**config.mk**
```make
export PLATFORM = sky130hd
export DESIGN_NAME = disp_scan_ctrl_flat
export DESIGN_NICKNAME = d
export VERILOG_FILES = /design/src/rtl/disp_pkg.sv /design/src/rtl/disp_scan_ctrl_if.sv /design/src/rtl/scan_tick_gen.sv /design/src/rtl/disp_scan_ctrl.sv /design/src/flat_wrapper.sv
export SDC_FILE = /design/constraint.sdc
export NUM_CORES = 1
export LEC_CHECK = 0
export ABC_CLOCK_PERIOD_IN_PS = 4100
export CAP_MARGIN = 20
export CELL_PAD_IN_SITES_DETAIL_PLACEMENT = 1
export CELL_PAD_IN_SITES_GLOBAL_PLACEMENT = 1
export CORE_ASPECT_RATIO = 1.5
export CORE_MARGIN = 5
export CORE_UTILIZATION = 25
export DETAILED_ROUTE_END_ITERATION = 16
export PLACE_DENSITY = 0.58
export SYNTH_ARGS = -nofsm -noshare
export SYNTH_HDL_FRONTEND = slang
export SYNTH_SLANG_ARGS = --single-unit
```
**constraint.sdc**
```tcl
create_clock -name clk -period 4.1 [get_ports clk]
set_input_delay 0.82 -clock clk [delete_from_list [all_inputs] [get_ports clk]]
set_output_delay 0.82 -clock clk [all_outputs]
set_load 0.01 [all_outputs]
```
**src/rtl/disp_pkg.sv**
```systemverilog
`default_nettype none
// ============================================================================
//  Module      : disp_pkg
//  Description : Shared constants, types and helpers for the 7-segment scanner.
//  Revision    : 1.0 - initial release
// ============================================================================
package disp_pkg;

    localparam int NUM_DIGITS     = 4;
    localparam int TICK_DIV_50MHZ = 50000;
    localparam int CNT_W_50MHZ    = 16;

    localparam logic [1:0] ST_OFF   = 2'd0;
    localparam logic [1:0] ST_BLANK = 2'd1;
    localparam logic [1:0] ST_DRIVE = 2'd2;

    localparam logic [3:0] AN_OFF = 4'b1111;

    typedef logic [3:0]                      digit_t;
    typedef logic [$clog2(NUM_DIGITS)-1:0]   slot_t;

    function automatic digit_t digit_sel(input logic [15:0] v, input slot_t s);
        return v[{s, 2'b00} +: 4];
    endfunction

    // A slot is blanked only when it and every more-significant digit are zero.
    function automatic logic lz_blanked(input logic [15:0] v, input slot_t s, input logic lz);
        logic z;
        case (s)
            2'd3:    z = (v[15:12] == 4'd0);
            2'd2:    z = (v[15:8]  == 8'd0);
            2'd1:    z = (v[15:4]  == 12'd0);
            default: z = 1'b0;
        endcase
        return lz & z;
    endfunction

    function automatic logic [3:0] an_for_slot(input slot_t s);
        return ~(4'b0001 << s);
    endfunction

endpackage
`default_nettype wire

```
**src/rtl/disp_scan_ctrl_if.sv**
```systemverilog
`default_nettype none
// ============================================================================
//  Module      : disp_scan_ctrl_if
//  Description : Value/control inputs and display outputs of the scanner.
//  Revision    : 1.0 - initial release
// ============================================================================
interface disp_scan_ctrl_if;
    import disp_pkg::*;

    logic [15:0] bcd_in;
    logic        load;
    logic        en;
    logic        blank_lz;
    digit_t      num;
    logic [3:0]  an;
    logic        pending;
    logic        frame_done;

    modport master (
        output bcd_in, load, en, blank_lz,
        input  num, an, pending, frame_done
    );

    modport slave (
        input  bcd_in, load, en, blank_lz,
        output num, an, pending, frame_done
    );
endinterface
`default_nettype wire

```
**src/rtl/scan_tick_gen.sv**
```systemverilog
`default_nettype none
// ============================================================================
//  Module      : scan_tick_gen
//  Description : Free-running prescaler; one-cycle tick every TICK_DIV clocks.
//  Revision    : 1.0 - initial release
// ============================================================================
module scan_tick_gen #(
    parameter int TICK_DIV = 50000,
    parameter int CNT_W    = 16
) (
    input  logic clk,
    input  logic rst,
    output logic o_tick
);
    localparam logic [CNT_W-1:0] c_last = CNT_W'(TICK_DIV - 1);

    logic [CNT_W-1:0] r_cnt;

    assign o_tick = (r_cnt == c_last);

    always_ff @(posedge clk) begin
        if (rst) begin
            r_cnt <= '0;
        end else if (o_tick) begin
            r_cnt <= '0;
        end else begin
            r_cnt <= r_cnt + CNT_W'(1);
        end
    end
endmodule
`default_nettype wire

```
**src/rtl/disp_scan_ctrl.sv**
```systemverilog
`default_nettype none
// ============================================================================
//  Module      : disp_scan_ctrl
//  Description : 4-digit common-anode scanner with frame-aligned value commit
//                and leading-zero blanking.
//  Revision    : 1.0 - initial release
// ============================================================================
module disp_scan_ctrl
    import disp_pkg::*;
#(
    parameter int TICK_DIV = TICK_DIV_50MHZ,
    parameter int CNT_W    = CNT_W_50MHZ
) (
    input  logic             clk,
    input  logic             rst,
    disp_scan_ctrl_if.slave  bus
);
    logic        w_tick;
    logic [1:0]  r_state;
    logic [1:0]  w_state_nxt;
    slot_t       r_slot;
    slot_t       w_slot_nxt;
    logic [15:0] r_shadow;
    logic [15:0] r_active;
    logic [15:0] w_active_nxt;
    logic        w_commit;
    logic        r_pending;
    logic        r_frame_done;
    digit_t      r_num;
    digit_t      w_num_nxt;
    logic [3:0]  r_an;
    logic [3:0]  w_an_nxt;

    scan_tick_gen #(
        .TICK_DIV (TICK_DIV),
        .CNT_W    (CNT_W)
    ) u_tick (
        .clk    (clk),
        .rst    (rst),
        .o_tick (w_tick)
    );

    always_comb begin
        w_state_nxt = r_state;
        w_slot_nxt  = r_slot;
        if (!bus.en) begin
            w_state_nxt = ST_OFF;
            w_slot_nxt  = '0;
        end else begin
            case (r_state)
                ST_OFF: begin
                    if (w_tick) w_state_nxt = ST_BLANK;
                    w_slot_nxt = '0;
                end
                ST_BLANK: w_state_nxt = ST_DRIVE;
                ST_DRIVE: begin
                    if (w_tick) begin
                        w_state_nxt = ST_BLANK;
                        w_slot_nxt  = r_slot + 1'b1;
                    end
                end
                default: begin
                    w_state_nxt = ST_OFF;
                    w_slot_nxt  = '0;
                end
            endcase
        end
    end

    // Commit on the tick leaving slot 3; a coincident load bypasses the shadow.
    assign w_commit = bus.en && (r_state == ST_DRIVE) && (r_slot == 2'd3) && w_tick;

    always_comb begin
        w_active_nxt = r_active;
        if (w_commit) begin
            w_active_nxt = bus.load ? bus.bcd_in : r_shadow;
        end
    end

    // Outputs are computed for the upcoming state so they register in step with it.
    always_comb begin
        w_num_nxt = r_num;
        w_an_nxt  = AN_OFF;
        if (w_state_nxt == ST_BLANK) begin
            w_num_nxt = digit_sel(w_active_nxt, w_slot_nxt);
        end else if (w_state_nxt == ST_DRIVE &&
                     !lz_blanked(w_active_nxt, w_slot_nxt, bus.blank_lz)) begin
            w_an_nxt = an_for_slot(w_slot_nxt);
        end
    end

    always_ff @(posedge clk) begin
        if (rst) begin
            r_state      <= ST_OFF;
            r_slot       <= '0;
            r_shadow     <= '0;
            r_active     <= '0;
            r_pending    <= 1'b0;
            r_frame_done <= 1'b0;
            r_num        <= '0;
            r_an         <= AN_OFF;
        end else begin
            r_state      <= w_state_nxt;
            r_slot       <= w_slot_nxt;
            r_active     <= w_active_nxt;
            r_frame_done <= w_commit;
            r_num        <= w_num_nxt;
            r_an         <= w_an_nxt;
            if (bus.load) r_shadow <= bus.bcd_in;
            if (w_commit) begin
                r_pending <= 1'b0;
            end else if (bus.load) begin
                r_pending <= 1'b1;
            end
        end
    end

    assign bus.num        = r_num;
    assign bus.an         = r_an;
    assign bus.pending    = r_pending;
    assign bus.frame_done = r_frame_done;
endmodule
`default_nettype wire
```
**src/flat_wrapper.sv**
```systemverilog
// flat-port wrapper written by rule: the top's interface ports become plain ports
module disp_scan_ctrl_flat import disp_pkg::*;
#(
    parameter int TICK_DIV = TICK_DIV_50MHZ,
    parameter int CNT_W    = CNT_W_50MHZ
)
  (clk, rst, bus_bcd_in, bus_load, bus_en, bus_blank_lz, bus_num, bus_an, bus_pending, bus_frame_done);
  disp_scan_ctrl_if bus_i ();
  input  logic clk;
  input  logic rst;
  input wire logic [$bits(bus_i.bcd_in)-1:0] bus_bcd_in;
  input wire logic [$bits(bus_i.load)-1:0] bus_load;
  input wire logic [$bits(bus_i.en)-1:0] bus_en;
  input wire logic [$bits(bus_i.blank_lz)-1:0] bus_blank_lz;
  output wire logic [$bits(bus_i.num)-1:0] bus_num;
  output wire logic [$bits(bus_i.an)-1:0] bus_an;
  output wire logic [$bits(bus_i.pending)-1:0] bus_pending;
  output wire logic [$bits(bus_i.frame_done)-1:0] bus_frame_done;
  assign bus_i.bcd_in = bus_bcd_in;
  assign bus_i.load = bus_load;
  assign bus_i.en = bus_en;
  assign bus_i.blank_lz = bus_blank_lz;
  assign bus_num = bus_i.num;
  assign bus_an = bus_i.an;
  assign bus_pending = bus_i.pending;
  assign bus_frame_done = bus_i.frame_done;
  disp_scan_ctrl #(.TICK_DIV(TICK_DIV), .CNT_W(CNT_W)) u_core (.clk(clk), .rst(rst), .bus(bus_i));
endmodule
```
# == Yosys cells after proc, flatten, opt, wreduce, memory -nomap -nowiden ==
# Cells that the tools add are included.
# classes
addsub,2
eq_ne,9
shift,2
muxes,10
n_bitwise,3
n_reduce_logical,13
# ops
operator,count
2-to-1 mux 16 bit,2
"adder 16 x 1 -> 16 bit, second input constant",1
"== test 16 bit, second input constant",1
indexed part select 16 x 5 -> 4 bit,1
zero test 12 bit,1
"== test 2 bit, second input constant",5
zero test 8 bit,1
2-to-1 mux 2 bit,4
one-hot mux 2 bit (2 select lines),2
"== test 2 x 1 -> 1 bit, second input constant",3
OR reduction 2 bit,3
logical AND 1 bit,4
zero test 4 bit,1
inverter 4 bit,1
"left shift 1 x 2 -> 4 bit, first input constant",1
one-hot mux 1 bit (3 select lines),1
OR reduction 3 bit,1
"adder 2 x 1 -> 2 bit, second input constant",1
zero test 2 bit,1
bitwise AND 1 bit,1
zero test 1 bit,1
2-to-1 mux 1 bit,1
inverter 1 bit,1
# word_totals
ff_bits,62
inputBits,21
output_inout_bits,10

# == Logic depth before layout (Yosys ltp) ==
# Gate-level depths: netlist of the first run.
# depth
depth_word,13
depth_mapped,10

# == Modules after synthesis ==
# From an unflattened synthesis of the first run, not the netlist that was laid out.
# hier_totals
cells_unflattened,313
area_unflattened_um2,2847.7
# modules_own_cells
mod,n_inst,cells_each,area_each_um2,seq_area_each_um2
disp_scan_ctrl,1,232,2137.0,920.9
scan_tick_gen,1,81,710.7,320.3

# == Worst setup path before layout of the first run ==
# OpenSTA, ideal clock, no wires.
# synth_path
kind,reg-to-reg
startpoint,register u_core.r_state[0]
endpoint,register u_core.r_num[3] (netlist: u_core.bus.num[3])
setup_time_ns,0.091
t_arrival_ns,2.143
t_required_ns,4.009
setup_slack_ns,1.866
stages_incl_launch_ff,11
path_buffers,2
period_less_slack_ns,2.234
cell_sequence,dfxtp_1 inv_1 ha_1 and4_1 and4_1 buf_6 o22a_1 buf_6 a221oi_2 o21ai_1 a311oi_1
# synth_between
elab_chain_len,6
word_cells_on_any_way,15
cone_classes,eq/ne (3); shift (1); mux (6); reduce/logical (5)
# synth_rtl
element,line_no,text
start: declaration,disp_scan_ctrl.sv:19,logic [1:0] r_state;
start signal: assignment,disp_scan_ctrl.sv:103,r_state <= w_state_nxt;
== test 2 bit,"disp_scan_ctrl.sv:50, disp_scan_ctrl.sv:71",
logical AND 1 bit (3 in a row),disp_scan_ctrl.sv:71,assign w_commit = bus.en && (r_state == ST_DRIVE) && (r_slot == 2'd3) && w_tick;
2-to-1 mux 16 bit,disp_scan_ctrl.sv:75,if (w_commit) begin
indexed part select 16 x 5 -> 4 bit,disp_pkg.sv:23,"return v[{s, 2'b00} +: 4];"
end signal: assignment,disp_scan_ctrl.sv:107,r_num <= w_num_nxt;
end: declaration,disp_scan_ctrl.sv:29,digit_t r_num;
# Parallel ways exist; a longest one is shown, timed or not.
# A chain may end at the register's enable or synchronous reset.

# == Final worst setup path of the first run ==
# layout_path
startpoint,register u_core.r_state[0]
endpoint,register u_core.r_num[1] (netlist: u_core.bus.num[1])
# The elaborated chain is that of the path after synthesis.

==> out/metrics.cfg, run 1 <==
[run_status]
status = finished clean

[timing]
finalSetupTns_ns = 0
setup_ws_ns = 1.03
clock.fmax_mhz = 326
rsz0062_at_grt = no
finalCriticalPeriod_ns = 3.07
setup_viol = 0
tightest_slew_ns = 0.781
hold_viol = 0
relSlewSlack_pct = 47.9
finalCritPeriodShare_pct = 74.9
drv_slew = 0
fin_worst_skew_ns = 0.00459

[floorplan]
rows = 49
die_h_um = 145
die_area_um2 = 14400
die_x_um = 99.8
core_um2 = 12000
io_pins = 31
initial_utilization_pct = 25.3

[synthesis]
netlist_top_cells_area = dfxtp_1 41%, mux2i_1 6.9%, nor2_1 6.5%
synth_compound_area_share_pct = 18.6
synth_top_family_by_area = simple AND/OR/NAND/NOR gates
synthesis.nets = 344
syn_area_um2 = 3030
yosysTopAreaCell = dfxtp_1
ys_async_sr_fraction_pct = 0
syn_inst = 317
yosys.area_share.simple_pct = 20.2
synthAdderAreaFrac_pct = 2.48
ys_seq_area_share_pct = 41.0
synth.avg_cell_area_um2 = 9.54
ys_seq_elements = 62
synth_warnings = 0
synth.top_cell.area_share_pct = 41.0
synthMuxAreaShare_pct = 7.69
synth_edf_count = 0
ys_types = 54
synth_xor_area_share_pct = 4.05
ys.flop_type = dfxtp_1

[finish]
layout-drive-gt1-share_pct = 10.3
num-fill-cells = 1399
area_growth_pct = 22.1
final_cells = 504
antenna_cells = 0
final_net_count = 373
layout.area.seq_um2 = 1240
multi_input_area_um2 = 1600

[pwr]
power_density_nw_per_um2 = 382
switching_share_pct = 21.2
seq_power_share_pct = 44.1
clock_power_share_pct = 50.4
combPwrFrac_pct = 5.5
p_leak_nw = 1.34
internal_power_w = 0.00111
ir_drop_v = 0.000188
p_sw_w = 0.000299

[clock_tree]
clock-sinks = 62
htree_levels = 3
root_buffer = clkbuf_16
cts_buffer_depth = 2
cts_tree = done
numCtsBuffers = 9
cts.clk_slew.worst_paths_ns = 0.05
insertion_delay_ns = 0.32
cts_resized = 0
post_cts_buffers = 0
cts_hold_buf = 0

[place]
placement.io_buffers = 30
place_inst = 488
post-place-ws_ns = 0.850
hpwlAfterDp_mm = 6.15
routabilityCongestion = 0.797

[global_route]
grt_pass1_wl_mm = 13.5
antenna_found_initial = 0
track_usage_pct = 12.1
grt_overflow = 0
grt_max_degree = 38
grt_pass1_vias = 2671

[route]
vias = 2482
drc = 0
first_iter_violations = 57
postRouteAntennaNets = 0
via_per_inst = 4.92
wl_per_cell_um = 16.0
drt_first_pass_iters = 4
wirelength_mm = 8.05

[setup_path]
cp-end-kind = flop
path_class = flop to flop
critPathRequiredTime_ns = 4.27
r2r_setup_slack_ns = 1.03
arrival_ns = 3.24
cp_max_fo = 19
startpoint_type = flop

[flow_run]
maxCapViolCount = 0

[worst_hold_path]
hold_path.class = flop to flop

per-stage QoR:
step	util, %	hold WS, ns	power [W]	cell area (µm²)
global placement	28.5	0.449	0.000713	3410
floorplan	-	0.426	0.000676	3030
global route	30.9	0.514	0.00148	3690
CTS	30.9	0.476	0.00143	3690
detailed placement	28.5	0.465	0.000714	3410
finish	30.9	0.470	0.00141	3690
synthesized netlist by cell type, types with 2 or more instances:
cell type and instances:
a311oi_1 4, buf_6 4, and3_2 3, a211oi_1 16, clkbuf_1 6, o211a_1 2, and2_1 2, a221oi_2 4
o21ai_1 4, mux2i_1 21, inv_1 10, nand2_1 10, dfxtp_1 62, nor4_1 5, and3_1 4, nor2_1 52
nand3_1 7, xor2_1 7, a2111oi_1 2, or2_2 3, xnor2_1 7, ha_1 6, nor3_1 6, a21oi_1 11
nor2b_1 4, nand4_1 7, o221ai_1 4, and4_1 2, mux2_2 2, o21ai_0 3, o211ai_1 9, clkbuf_8 4
nand2b_1 3
layout by cell type, fill, tap and decap left out, types with 2 or more instances in the layout:
cell type,count
o221ai_1,4
o211ai_1,9
o211a_1,2
o21ai_0,3
and4_1,2
nand3_1,7
nand4_1,7
xnor2_1,7
nor2b_1,4
nand2_1,10
a21oi_1,11
dfxtp_1,62
a221oi_2,4
clkbuf_8,3
clkbuf_1,4
and2_1,2
nor2_1,52
nor3_1,6
mux2_2,2
and3_1,4
or2_2,3
mux2i_1,21
a2111oi_1,2
a311oi_1,4
nand2b_1,3
a211oi_1,16
ha_1,6
and3_2,3
clkdlybuf4s50_1,30
inv_1,10
xor2_1,7
clkbuf_16,9
o21ai_1,4
buf_4,5
nor4_1,5
power groups by stage:
stage	clock, W	sequential (W)	combinational [W]
after floorplan	0	0.000633	0.0000432
final	0.000711	0.000622	0.0000779
after CTS	0.000733	0.000622	0.0000797
after global placement	0	0.000634	0.0000786
after detailed placement	0	0.000635	0.0000794
after global routing	0.000765	0.000623	0.0000867
final cells by class:
cell class                 count  share of cell area [%]
timing repair buffer          35                    9.15
tap                          153                    5.18
clock buffer                  16                    7.62
sequential                    62                    33.6
inverter                      10                    1.02
multi-input combinational    228                    43.4
routing by layer:
| layer | vias up | wire length, µm | GRT usage (%) |
|---|---|---|---|
| met5 | - | 0 | 0 |
| met4 | 0 | 269 | 6.40 |
| met3 | 17 | 174 | 2.54 |
| met2 | 35 | 4460 | 22.6 |
| met1 | 1207 | 3150 | 12.5 |
| li1 | 1223 | - | - |
cell families (layout without fill, tap and decap cells):
group | count (synthesis) | count (layout)
mux | 23 | 23
buf+inv | 27 | 61
simple gates | 116 | 116
xor+xnor | 14 | 14
compound gates | 69 | 69
flops | 62 | 62
fa+ha+maj | 6 | 6
worst max-delay path, stage by stage (launching register included):
cell and delay (ns):
dfxtp_1 0.34, inv_1 0.18, ha_1 0.31, and4_1 0.24, and4_1 0.72, o22a_1 0.53, a221oi_1 0.14, o21ai_1 0.31
a311oi_1 0.14
final timing paths:
check / cells after the start / startpoint / end
hold reg to reg: 1 / u_core.u_tick.r_cnt[0]$_SDFF_PP0_ / u_core.u_tick.r_cnt[0]$_SDFF_PP0_
setup reg to reg: 8 / u_core.r_state[0]$_SDFF_PP0_ / u_core.bus.num[1]$_SDFFE_PP0P_
hold / removal: 1 / u_core.u_tick.r_cnt[0]$_SDFF_PP0_ / u_core.u_tick.r_cnt[0]$_SDFF_PP0_
setup / recovery: 8 / u_core.r_state[0]$_SDFF_PP0_ / u_core.bus.num[1]$_SDFFE_PP0P_
sequential cells by signal, summed over array words and instances (netlist names):
| name | count |
|---|---|
| u_core.r_active | 16 |
| u_core.r_shadow | 16 |
| u_core.u_tick.r_cnt | 16 |
| u_core.bus.an | 4 |
| u_core.bus.num | 4 |
| u_core.r_slot | 2 |
| u_core.r_state | 2 |
| u_core.bus.frame_done | 1 |
| u_core.bus.pending | 1 |
Power figures use the tool's default switching activity.
==> run 2, diff against run 1 <==
--- a/config.mk
+++ b/config.mk
@@ -5,7 +5,7 @@
 export SDC_FILE = /design/constraint.sdc
 export NUM_CORES = 1
 export LEC_CHECK = 0
-export ABC_CLOCK_PERIOD_IN_PS = 4100
+export ABC_CLOCK_PERIOD_IN_PS = 2700
 export CAP_MARGIN = 20
 export CELL_PAD_IN_SITES_DETAIL_PLACEMENT = 1
 export CELL_PAD_IN_SITES_GLOBAL_PLACEMENT = 1
@@ -13,7 +13,7 @@
 export CORE_MARGIN = 5
 export CORE_UTILIZATION = 25
 export DETAILED_ROUTE_END_ITERATION = 16
-export PLACE_DENSITY = 0.58
+export PLACE_DENSITY = 0.6
 export SYNTH_ARGS = -nofsm -noshare
 export SYNTH_HDL_FRONTEND = slang
 export SYNTH_SLANG_ARGS = --single-unit
==> constraint.sdc (replaced) <==
create_clock -name clk -period 2.7 [get_ports clk]
set_input_delay 0.54 -clock clk [delete_from_list [all_inputs] [get_ports clk]]
set_output_delay 0.54 -clock clk [all_outputs]
set_load 0.01 [all_outputs]
==> run 2 against run 1 <==
Flip-flop and latch count unchanged. Sequential power up 52%. Routed wire length up 2.5%. Clock-buffer cell count down 3. Sequential share of layout area down 1.2 points. Die area unchanged. Core utilization up 1.2 points. First-iteration DRC count up 89%. Via count up 2.0%. Setup slack worse by 0.85 ns. Clock power up 53%. Highest routed layer unchanged.
==> out/metrics.cfg, run 2 (synthesized netlist as in run 1, its figures left out) <==
[run_status]
status = finished clean

[clock_tree]
numCtsBuffers = 9  ; unchanged
htree_levels = 3  ; unchanged
clock-sinks = 62  ; unchanged
root_buffer = clkbuf_16
cts_resized = 0  ; unchanged
post_cts_buffers = 0  ; unchanged
cts_buffer_depth = 2  ; unchanged
cts_hold_buf = 0  ; unchanged
insertion_delay_ns = 0.33  ; about the same
cts_tree = done
cts.clk_slew.worst_paths_ns = 0.05  ; about the same

[timing]
rsz0062_at_grt = no
finalCriticalPeriod_ns = 2.52  ; -0.546 ns
relSlewSlack_pct = 57.4  ; +9.4 points
setup_viol = 0  ; unchanged
hold_viol = 0  ; unchanged
fin_worst_skew_ns = 0.00645  ; +0.00187 ns
finalCritPeriodShare_pct = 93.5  ; +19 points
finalSetupTns_ns = 0  ; unchanged
hold-worst-slack_ns = 0.462  ; -0.00853 ns
clock.fmax_mhz = 396  ; +22%
drv_slew = 0  ; unchanged
tightest_slew_ns = 0.639  ; -0.142 ns

[route]
drc = 0  ; unchanged
drt_first_pass_iters = 4  ; unchanged
wirelength_mm = 8.26  ; +2.5%
first_iter_violations = 108  ; +89%
wl_per_cell_um = 15.9  ; -0.47%
postRouteAntennaNets = 0  ; unchanged
vias = 2532  ; +2.0%
via_per_inst = 4.88  ; -0.93%

[global_route]
grt-busiest-layer = met2
grt_pass1_wl_mm = 13.9  ; +2.8%
grt_max_degree = 42  ; +11%
antenna_found_initial = 0  ; unchanged
grt_use_met3_pct = 2.93  ; +0.38 points
grt_use_met2_pct = 23.0  ; +0.35 points
track_usage_pct = 12.4  ; +0.32 points
grt_pass1_vias = 2746  ; +2.8%
grt_util_met1_pct = 13.1  ; +0.53 points
grt_overflow = 0  ; unchanged

[pwr]
ir_drop_v = 0.000280  ; +49%
p_leak_nw = 1.42  ; +6.3%
power_w = 0.00216  ; +53%
power_density_nw_per_um2 = 565  ; +48%

[finish]
fin_util_pct = 32.1  ; +1.2 points
layout-drive-gt1-share_pct = 15.6  ; +5.3 points
final_net_count = 388  ; +4.0%
antenna_cells = 0  ; unchanged
final_common_cell = dfxtp_1
layout_common_cells = 62 x dfxtp_1, 52 x nor2_1, 30 x clkdlybuf4s50_1
final_cells = 519  ; +3.0%
area_growth_pct = 26.7
top_regs = u_core.r_active x16, u_core.r_shadow x16, u_core.u_tick.r_cnt x16

[floorplan]
rows = 49  ; unchanged
core_um2 = 12000  ; unchanged
io_pins = 31  ; unchanged
initial_utilization_pct = 25.3  ; unchanged
die_area_um2 = 14400  ; unchanged
die_x_um = 99.8  ; unchanged
die_h_um = 145  ; unchanged

[flow_run]
maxCapViolCount = 0  ; unchanged

[setup_path]
critPathRequiredTime_ns = 2.94  ; -1.33 ns
startpoint_type = flop
cp-end-kind = flop
path_class = flop to flop
cp_max_fo = 9  ; -10
arrival_ns = 2.76  ; -0.48 ns

[worst_hold_path]
hold_path.class = flop to flop

[place]
place_inst = 503  ; +3.1%
placement.io_buffers = 30  ; unchanged
hpwlAfterDp_mm = 6.31  ; +2.6%
routabilityCongestion = 0.758  ; -4.9%

-- run 2: stage by stage --
| step | instance area [µm²] | setup slack [ns] |
|---|---|---|
| 6_report | 3830 | 0.175 |
| 4_1_cts | 3820 | 0.0309 |
| 2_1_floorplan | 3030 | 0.466 |
| 3_5_place_dp | 3540 | 0.0569 |
| 5_1_grt | 3830 | 0.0360 |
| 3_3_place_gp | 3540 | 0.114 |
-- run 2: final timing paths --
check | from | slack, ns | cells past startpoint | to
worst max-delay path | u_core.r_state[0]$_SDFF_PP0_ | 0.18 | 10 | u_core.bus.num[1]$_SDFFE_PP0P_
worst min-delay path | u_core.u_tick.r_cnt[0]$_SDFF_PP0_ | 0.46 | 1 | u_core.u_tick.r_cnt[0]$_SDFF_PP0_
worst max register to register | u_core.r_state[0]$_SDFF_PP0_ | 0.18 | 10 | u_core.bus.num[1]$_SDFFE_PP0P_
worst min register to register | u_core.u_tick.r_cnt[0]$_SDFF_PP0_ | 0.46 | 1 | u_core.u_tick.r_cnt[0]$_SDFF_PP0_
-- run 2: area by class of cell --
class                   instances  area (µm²)
well taps                     153         191
clock buffers                  13         270
inverters                      10        37.5
flip-flops and latches         62        1240
clock inverters                 3        17.5
repair buffers                 50         463
multi-input cells             228        1610
fillers                      1386        8120
-- run 2: where the power goes --
| group | internal (W) | switching, W |
|---|---|---|
| Clock | 0.000692 | 0.000400 |
| Combinational | 0.0000633 | 0.0000642 |
| Sequential | 0.000935 | 0.00000919 |
| Total | 0.00169 | 0.000473 |
-- run 2: routing by layer --
metal / routed length (µm) / up-vias
li1: - / 1253
met1: 3290 / 1231
met2: 4510 / 34
met3: 185 / 14
met4: 264 / 0
met5: 0 / -
-- run 2: critical path: stages, from the launching register on --
cell,delay [ns]
dfxtp_1,0.34
inv_1,0.09
ha_1,0.18
and4_1,0.21
and4_2,0.39
buf_4,0.21
buf_4,0.14
a21oi_1,0.08
a221oi_1,0.30
o21ai_1,0.21
a311oi_1,0.28
